--- config.mk ---
export PLATFORM = sky130hd
export DESIGN_NAME = frame_stream_source_flat
export DESIGN_NICKNAME = d
export VERILOG_FILES = /design/src/rtl/frame_stream_source_if.sv /design/src/rtl/frame_stream_source.sv /design/src/flat_wrapper.sv
export SDC_FILE = /design/constraint.sdc
export NUM_CORES = 1
export LEC_CHECK = 0
export BUFFER_PORTS_ARGS = -buffer_cell sky130_fd_sc_hd__buf_4
export CELL_PAD_IN_SITES_DETAIL_PLACEMENT = 1
export CELL_PAD_IN_SITES_GLOBAL_PLACEMENT = 1
export CORE_MARGIN = 3
export CORE_UTILIZATION = 45
export DETAILED_ROUTE_END_ITERATION = 10
export MAX_ROUTING_LAYER = met4
export PLACE_DENSITY_LB_ADDON = 0.3
export SYNTH_ARGS = -nofsm -noshare
export SYNTH_HDL_FRONTEND = slang
export SYNTH_SLANG_ARGS = --single-unit
--- constraint.sdc ---
create_clock -name clk -period 2.5 [get_ports clk]
set_input_delay 0.25 -clock clk [delete_from_list [all_inputs] [get_ports clk]]
set_output_delay 0.25 -clock clk [all_outputs]
set_load 0.03 [all_outputs]
--- src/rtl/frame_stream_source_if.sv ---
// ============================================================================
//  Module      : frame_stream_source_if
//  Description : Frame-buffer read port plus pixel stream handshake for
//                frame_stream_source. master = the source block,
//                slave = frame buffer / downstream sink side.
//  Revision    : 1.0  initial release
// ============================================================================
`default_nettype none

interface frame_stream_source_if;
    logic        rd_en;
    logic [16:0] rd_addr;
    logic [11:0] rd_data;
    logic        ready_in;
    logic        valid_out;
    logic        startofpacket_out;
    logic        endofpacket_out;
    logic [11:0] data_out;

    modport master (
        output rd_en, rd_addr, valid_out, startofpacket_out, endofpacket_out, data_out,
        input  rd_data, ready_in
    );

    modport slave (
        input  rd_en, rd_addr, valid_out, startofpacket_out, endofpacket_out, data_out,
        output rd_data, ready_in
    );
endinterface

`default_nettype wire

--- src/rtl/frame_stream_source.sv ---
// ============================================================================
//  Module      : frame_stream_source
//  Description : Reads one RGB444 frame from a frame buffer (1-cycle read
//                latency) in raster order and emits it as a valid/ready
//                pixel stream with sop/eop markers. A 3-entry skid FIFO plus
//                credit-based read issue keeps ready_in off the read path.
//  Revision    : 1.0  initial release
// ============================================================================
`default_nettype none

module frame_stream_source #(
    parameter int IMAGE_WIDTH  = 320,
    parameter int IMAGE_HEIGHT = 240,
    parameter bit CONTINUOUS   = 1'b0
) (
    input  wire logic              clk,
    input  wire logic              rst_n,
    input  wire logic              start,
    frame_stream_source_if.master  bus,
    output logic                   busy,
    output logic                   frame_done
);

    localparam logic [16:0] LAST_ADDR = 17'(IMAGE_WIDTH * IMAGE_HEIGHT - 1);

    typedef enum logic [1:0] {
        IDLE  = 2'd0,
        RUN   = 2'd1,
        DRAIN = 2'd2
    } state_t;

    state_t      state, state_next;
    logic [16:0] addr, addr_next;
    logic        issue;
    logic        credit_ok;

    // Read issued last cycle: its data is on rd_data now, with its tags.
    logic        inflight, inflight_sop, inflight_eop;

    logic [11:0] fifo_data [3];
    logic        fifo_sop  [3];
    logic        fifo_eop  [3];
    logic [1:0]  wr_ptr, rd_ptr, count;
    logic        push, pop, not_empty, eop_pop;

    function automatic logic [1:0] ptr_inc(input logic [1:0] p);
        return (p == 2'd2) ? 2'd0 : p + 2'd1;
    endfunction

    // Credits: FIFO slots not yet claimed by stored or in-flight pixels.
    // Depends only on registers, so ready_in never reaches rd_en.
    assign credit_ok = ({1'b0, count} + {2'b00, inflight}) < 3'd3;
    assign not_empty = (count != 2'd0);
    assign push      = inflight;
    assign pop       = not_empty && bus.ready_in;
    assign eop_pop   = pop && fifo_eop[rd_ptr];

    // Next-state, read issue and address sequencing.
    // In continuous mode the address wraps to 0 as soon as the last read is
    // issued and DRAIN keeps prefetching the next frame, so the next sop
    // follows eop with no bubble.
    always_comb begin
        state_next = state;
        addr_next  = addr;
        issue      = 1'b0;
        case (state)
            IDLE: begin
                if (start) begin
                    state_next = RUN;
                    addr_next  = '0;
                end
            end
            RUN: begin
                issue = credit_ok;
                if (issue) begin
                    if (addr == LAST_ADDR) begin
                        state_next = DRAIN;
                        addr_next  = CONTINUOUS ? 17'd0 : addr;
                    end else begin
                        addr_next = addr + 17'd1;
                    end
                end
            end
            DRAIN: begin
                issue = CONTINUOUS && credit_ok && (addr != LAST_ADDR);
                if (issue) begin
                    addr_next = addr + 17'd1;
                end
                if (eop_pop) begin
                    state_next = CONTINUOUS ? RUN : IDLE;
                end
            end
            default: state_next = IDLE;
        endcase
    end

    // Control registers: state, address, in-flight tracking, FIFO pointers.
    always_ff @(posedge clk or negedge rst_n) begin
        if (!rst_n) begin
            state        <= IDLE;
            addr         <= '0;
            inflight     <= 1'b0;
            inflight_sop <= 1'b0;
            inflight_eop <= 1'b0;
            wr_ptr       <= '0;
            rd_ptr       <= '0;
            count        <= '0;
            frame_done   <= 1'b0;
        end else begin
            state        <= state_next;
            addr         <= addr_next;
            inflight     <= issue;
            inflight_sop <= issue && (addr == 17'd0);
            inflight_eop <= issue && (addr == LAST_ADDR);
            if (push) begin
                wr_ptr <= ptr_inc(wr_ptr);
            end
            if (pop) begin
                rd_ptr <= ptr_inc(rd_ptr);
            end
            case ({push, pop})
                2'b10:   count <= count + 2'd1;
                2'b01:   count <= count - 2'd1;
                default: count <= count;
            endcase
            frame_done <= eop_pop;
        end
    end

    // FIFO storage; contents are only observed through not_empty gating.
    always_ff @(posedge clk) begin
        if (push) begin
            fifo_data[wr_ptr] <= bus.rd_data;
            fifo_sop[wr_ptr]  <= inflight_sop;
            fifo_eop[wr_ptr]  <= inflight_eop;
        end
    end

    assign bus.rd_en             = issue;
    assign bus.rd_addr           = addr;
    assign bus.valid_out         = not_empty;
    assign bus.data_out          = not_empty ? fifo_data[rd_ptr] : 12'd0;
    assign bus.startofpacket_out = not_empty && fifo_sop[rd_ptr];
    assign bus.endofpacket_out   = not_empty && fifo_eop[rd_ptr];
    assign busy                  = (state != IDLE);

endmodule

`default_nettype wire

--- src/flat_wrapper.sv ---
// flat-port wrapper written by rule: the top's interface ports become plain ports
module frame_stream_source_flat 
#(
    parameter int IMAGE_WIDTH  = 320,
    parameter int IMAGE_HEIGHT = 240,
    parameter bit CONTINUOUS   = 1'b0
)
  (clk, rst_n, start, busy, frame_done, bus_rd_en, bus_rd_addr, bus_valid_out, bus_startofpacket_out, bus_endofpacket_out, bus_data_out, bus_rd_data, bus_ready_in);
  frame_stream_source_if bus_i ();
  input  wire logic clk;
  input  wire logic rst_n;
  input  wire logic start;
  output logic busy;
  output logic frame_done;
  output wire logic [$bits(bus_i.rd_en)-1:0] bus_rd_en;
  output wire logic [$bits(bus_i.rd_addr)-1:0] bus_rd_addr;
  output wire logic [$bits(bus_i.valid_out)-1:0] bus_valid_out;
  output wire logic [$bits(bus_i.startofpacket_out)-1:0] bus_startofpacket_out;
  output wire logic [$bits(bus_i.endofpacket_out)-1:0] bus_endofpacket_out;
  output wire logic [$bits(bus_i.data_out)-1:0] bus_data_out;
  input wire logic [$bits(bus_i.rd_data)-1:0] bus_rd_data;
  input wire logic [$bits(bus_i.ready_in)-1:0] bus_ready_in;
  assign bus_rd_en = bus_i.rd_en;
  assign bus_rd_addr = bus_i.rd_addr;
  assign bus_valid_out = bus_i.valid_out;
  assign bus_startofpacket_out = bus_i.startofpacket_out;
  assign bus_endofpacket_out = bus_i.endofpacket_out;
  assign bus_data_out = bus_i.data_out;
  assign bus_i.rd_data = bus_rd_data;
  assign bus_i.ready_in = bus_ready_in;
  frame_stream_source #(.IMAGE_WIDTH(IMAGE_WIDTH), .IMAGE_HEIGHT(IMAGE_HEIGHT), .CONTINUOUS(CONTINUOUS)) u_core (.clk(clk), .rst_n(rst_n), .start(start), .bus(bus_i), .busy(busy), .frame_done(frame_done));
endmodule
==> results.yml <==
pwr:
  power.share.sequential_pct: 33.7
  p_sw_w: 0.00252
  ir_drop_mv: 0.684
  p_int_w: 0.00336
  clkPwrFrac_pct: 18.5
  switching_share_pct: 42.8
  p_total_w: 0.00588
  comb_power_share_pct: 47.8
  powerDensity_nw_per_um2: 1450
  p_leak_nw: 1.72
synthesis:
  yosys-top-cells-area: "edfxtp_1, dfrtp_1, mux2i_1"
  ys_seq_area_share_pct: 60.6
  postSynthAreaPerCell_sq_um: 11.8
  synth_top_family_by_area: "simple AND/OR/NAND/NOR gates"
  syn_nets: 298
  synth_cells: 277
  ys_types: 48
  ys_ff_latch: 71
  synthMuxAreaShare_pct: 4.62
  synth_flop_cell: "edfxtp_1"
  synth-adder-area-share_pct: 1.91
  yosys.area.top_type: "edfxtp_1"
  synth-compound-area-share_pct: 12.9
  synth_area_sq_um: 3280
  synthArstFlopShare_pct: 40.8
  yosysTopAreaCellShare_pct: 38.5
  synthXorXnorAreaFrac_pct: 1.07
  yosysWarnings: 0
  synth-simple-area-share_pct: 14.7
  synth_edf_count: 42
floorplan:
  die-height_um: 91.4
  die_area_sq_um: 8340
  ios: 51
  core_area_sq_um: 6940
  start_util_pct: 47.2
  fp.dieW_um: 91.4
  std_cell_rows: 30
critical_path:
  cp-startpoint: "u_core.count[0]$_DFFE_PN0P_"
  crit_path_end: "bus_rd_en"
  crit_cells: 6
  required_ns: 2.25
  ff2ff_path_depth: 9
  cpMaxStageDelayCell: "dfrtp_1"
  crit_path_max_incr_delay_ns: 0.45
  timing.rr.end: "u_core.bus.rd_addr[12]$_DFFE_PN0P_"
  crit_path_start_kind: "flip-flop"
  crit_family: "adder cells"
  path_buf_inv: 2
  path_class: "flip-flop to output pin"
  r2r_setup_slack_ns: 0.25
  crit_path_end_kind: "output pin"
  crit_chain: "ha_1 > ha_1 > a21oi_1 > nand2_2 > clkinvlp_4 > buf_4"
  r2r-start: "u_core.count[0]$_DFFE_PN0P_"
  crit_top_cell: "ha_1"
  critPathArrivalTime_ns: 2.11
  cp_max_fo: 8
cts:
  cts_tree: "yes"
  path_clk_slew_ns: 0.08
  cts.sinks: 71
  clk_latency_ns: 0.34
  numCtsBuffers: 9
  clockBufferDepth: 2
  cts_htree_levels: 3
  clockRootBuffer: "clkbuf_8"
finish:
  utilization_pct: 58.2
  n_fill_cell: 737
  fin_area_sq_um: 4040
  area_delta_synth_final_pct: 23.3
  nets: 358
  layout-drive-gt1-share_pct: 28.1
  antenna_cells: 0
grt:
  grt-ovfl-total: 0
  grt_pass1_wl_mm: 13.5
  grt_util_all_layers_pct: 21.3
  antenna_found_initial: 0
  grt_max_degree: 30
  grt_pass1_vias: 2608
route:
  via_per_inst: 5.58
  first_pass_iters: 4
  wl_per_cell_um: 18.7
  wirelength_mm: 8.17
  vias: 2442
  met3_wirelength_um: 341
  top_layer: "met4"
  antenna_left: 0
  drt-initial-drc-count: 149
  route.met2.wl_mm: 4.27
  wirelength_met1_mm: 3.45
  drc: 0
timing:
  rsz0062_at_grt: "false"
  fin_crit_ns: 2.36
  tns_ns: 0
  hold_viol_final: 0
  fmax_ghz: 0.424
  finalClockSkew_ns: 0.0122
  fin_crit_sh_pct: 94.3
  setup_ws_ns: 0.142
  relSlewSlack_pct: 52.7
  slew_violations: 0
  tightestPinTransition_ns: 0.704
  setup_viol: 0
placement:
  place_ws_ns: 0.363
  place_area_sq_um: 3750
  dp_hpwl_mm: 5.52
  portBuffers: 50
  gp_congestion: 0.853
worst_hold_path:
  min_path_type: "input pin to flip-flop"
flow_run:
  drv_cap: 0
run_status:
  status: "finished clean"
[cells in the final DEF (no fill, tap or decap), drive strengths merged, types with 3 or more instances in the layout]
cell type	Yosys	layout
a31oi	12	12
edfxtp	42	42
a21oi	18	18
and3	4	4
nor3	4	4
bufinv	0	3
dfrtp	29	29
a21o	8	8
nand3	8	8
nor2	37	37
and4	5	5
nand2	13	13
ha	5	5
clkbuf	5	10
nand4	7	7
o21ai	10	10
nor4	6	6
inv	10	10
buf	11	64
mux2i	14	14
[flip-flops by register name, summed over array words and instances (netlist names)]
name,cells
u_core.bus.rd_addr,17
u_core.count,2
u_core.fifo_data,36
u_core.fifo_eop,3
u_core.fifo_sop,3
u_core.frame_done,1
u_core.inflight,1
u_core.inflight_eop,1
u_core.inflight_sop,1
u_core.rd_ptr,2
u_core.state,2
u_core.wr_ptr,2
[power groups by stage]
stage / logic (W) / clock network, W / registers, W
2_1_floorplan: 0.00161 / 0 / 0.00204
3_3_place_gp: 0.00254 / 0 / 0.00196
3_5_place_dp: 0.00262 / 0 / 0.00200
4_1_cts: 0.00267 / 0.00111 / 0.00198
5_1_grt: 0.00306 / 0.00115 / 0.00204
6_report: 0.00281 / 0.00109 / 0.00198
[worst min-delay path by stage]
stage / startpoint / endpoint / slack, ns / depth (start not counted)
4_1_cts: bus_rd_data[10] / u_core.fifo_data[1][10]$_DFFE_PP_ / 0.08 / 1
3_5_place_dp: rst_n / u_core.bus.rd_addr[15]$_DFFE_PN0P_ / 0.21 / 1
3_3_place_gp: rst_n / u_core.bus.rd_addr[15]$_DFFE_PN0P_ / 0.20 / 1
5_1_grt: bus_rd_data[6] / u_core.fifo_data[0][6]$_DFFE_PP_ / 0.08 / 1
6_report: bus_rd_data[2] / u_core.fifo_data[0][2]$_DFFE_PP_ / 0.1 / 1
2_1_floorplan: rst_n / u_core.bus.rd_addr[0]$_DFFE_PN0P_ / -0.05 / 0
[routing by layer]
metal	global-route usage (%)	vias to the layer above
met1	26.8	1214
met5	-	-
met4	8.04	0
met3	3.23	11
li1	-	1156
met2	35.1	61
[cells by family (layout without fill, tap and decap cells)]
group	count (synthesis)	in the layout
multiplexers	15	15
adder cells (fa/ha/maj)	5	5
flip-flops	71	71
AO/OA/AOI/OAI	64	64
XOR/XNOR	4	4
AND/OR/NAND/NOR	92	92
buffers and inverters	26	91
[cell type report]
class | count | area (sq um) | area share, %
Clock buffer | 10 | 128 | 3.16
Clock inverter | 6 | 109 | 2.69
Inverter | 10 | 41.3 | 1.02
Multi-Input combinational cell | 180 | 1170 | 28.9
Sequential cell | 71 | 1990 | 49.1
Tap cell | 96 | 120 | 2.97
Timing Repair Buffer | 65 | 490 | 12.1
[cells in the mapped netlist (3+ instances only)]
cell type / number
edfxtp_1: 42
nor2_1: 37
dfrtp_1: 29
a21oi_1: 18
mux2i_1: 14
nand2_1: 13
a31oi_1: 11
inv_1: 10
o21ai_0: 9
a21o_1: 8
nand3_1: 8
buf_2: 6
nand4_1: 6
ha_1: 5
nor4_1: 5
buf_6: 4
clkbuf_1: 4
nor3_1: 4
and3_1: 3
and4_1: 3
[repair_timing]
action                                 CTS  global route
setup buffers                            0             5
setup endpoints to repair                1             1
resized for setup                        1             1
endpoints found under the hold margin   29             0
gates cloned                             0             0
hold buffers                             1             0
[through the flow]
step	hold WS (ns)	std cells
floorplan	-0.0456	277
global placement	0.200	416
detailed placement	0.209	416
CTS	0.0809	433
global route	0.0839	438
finish	0.0968	438
(Power assumes the default switching activity.)
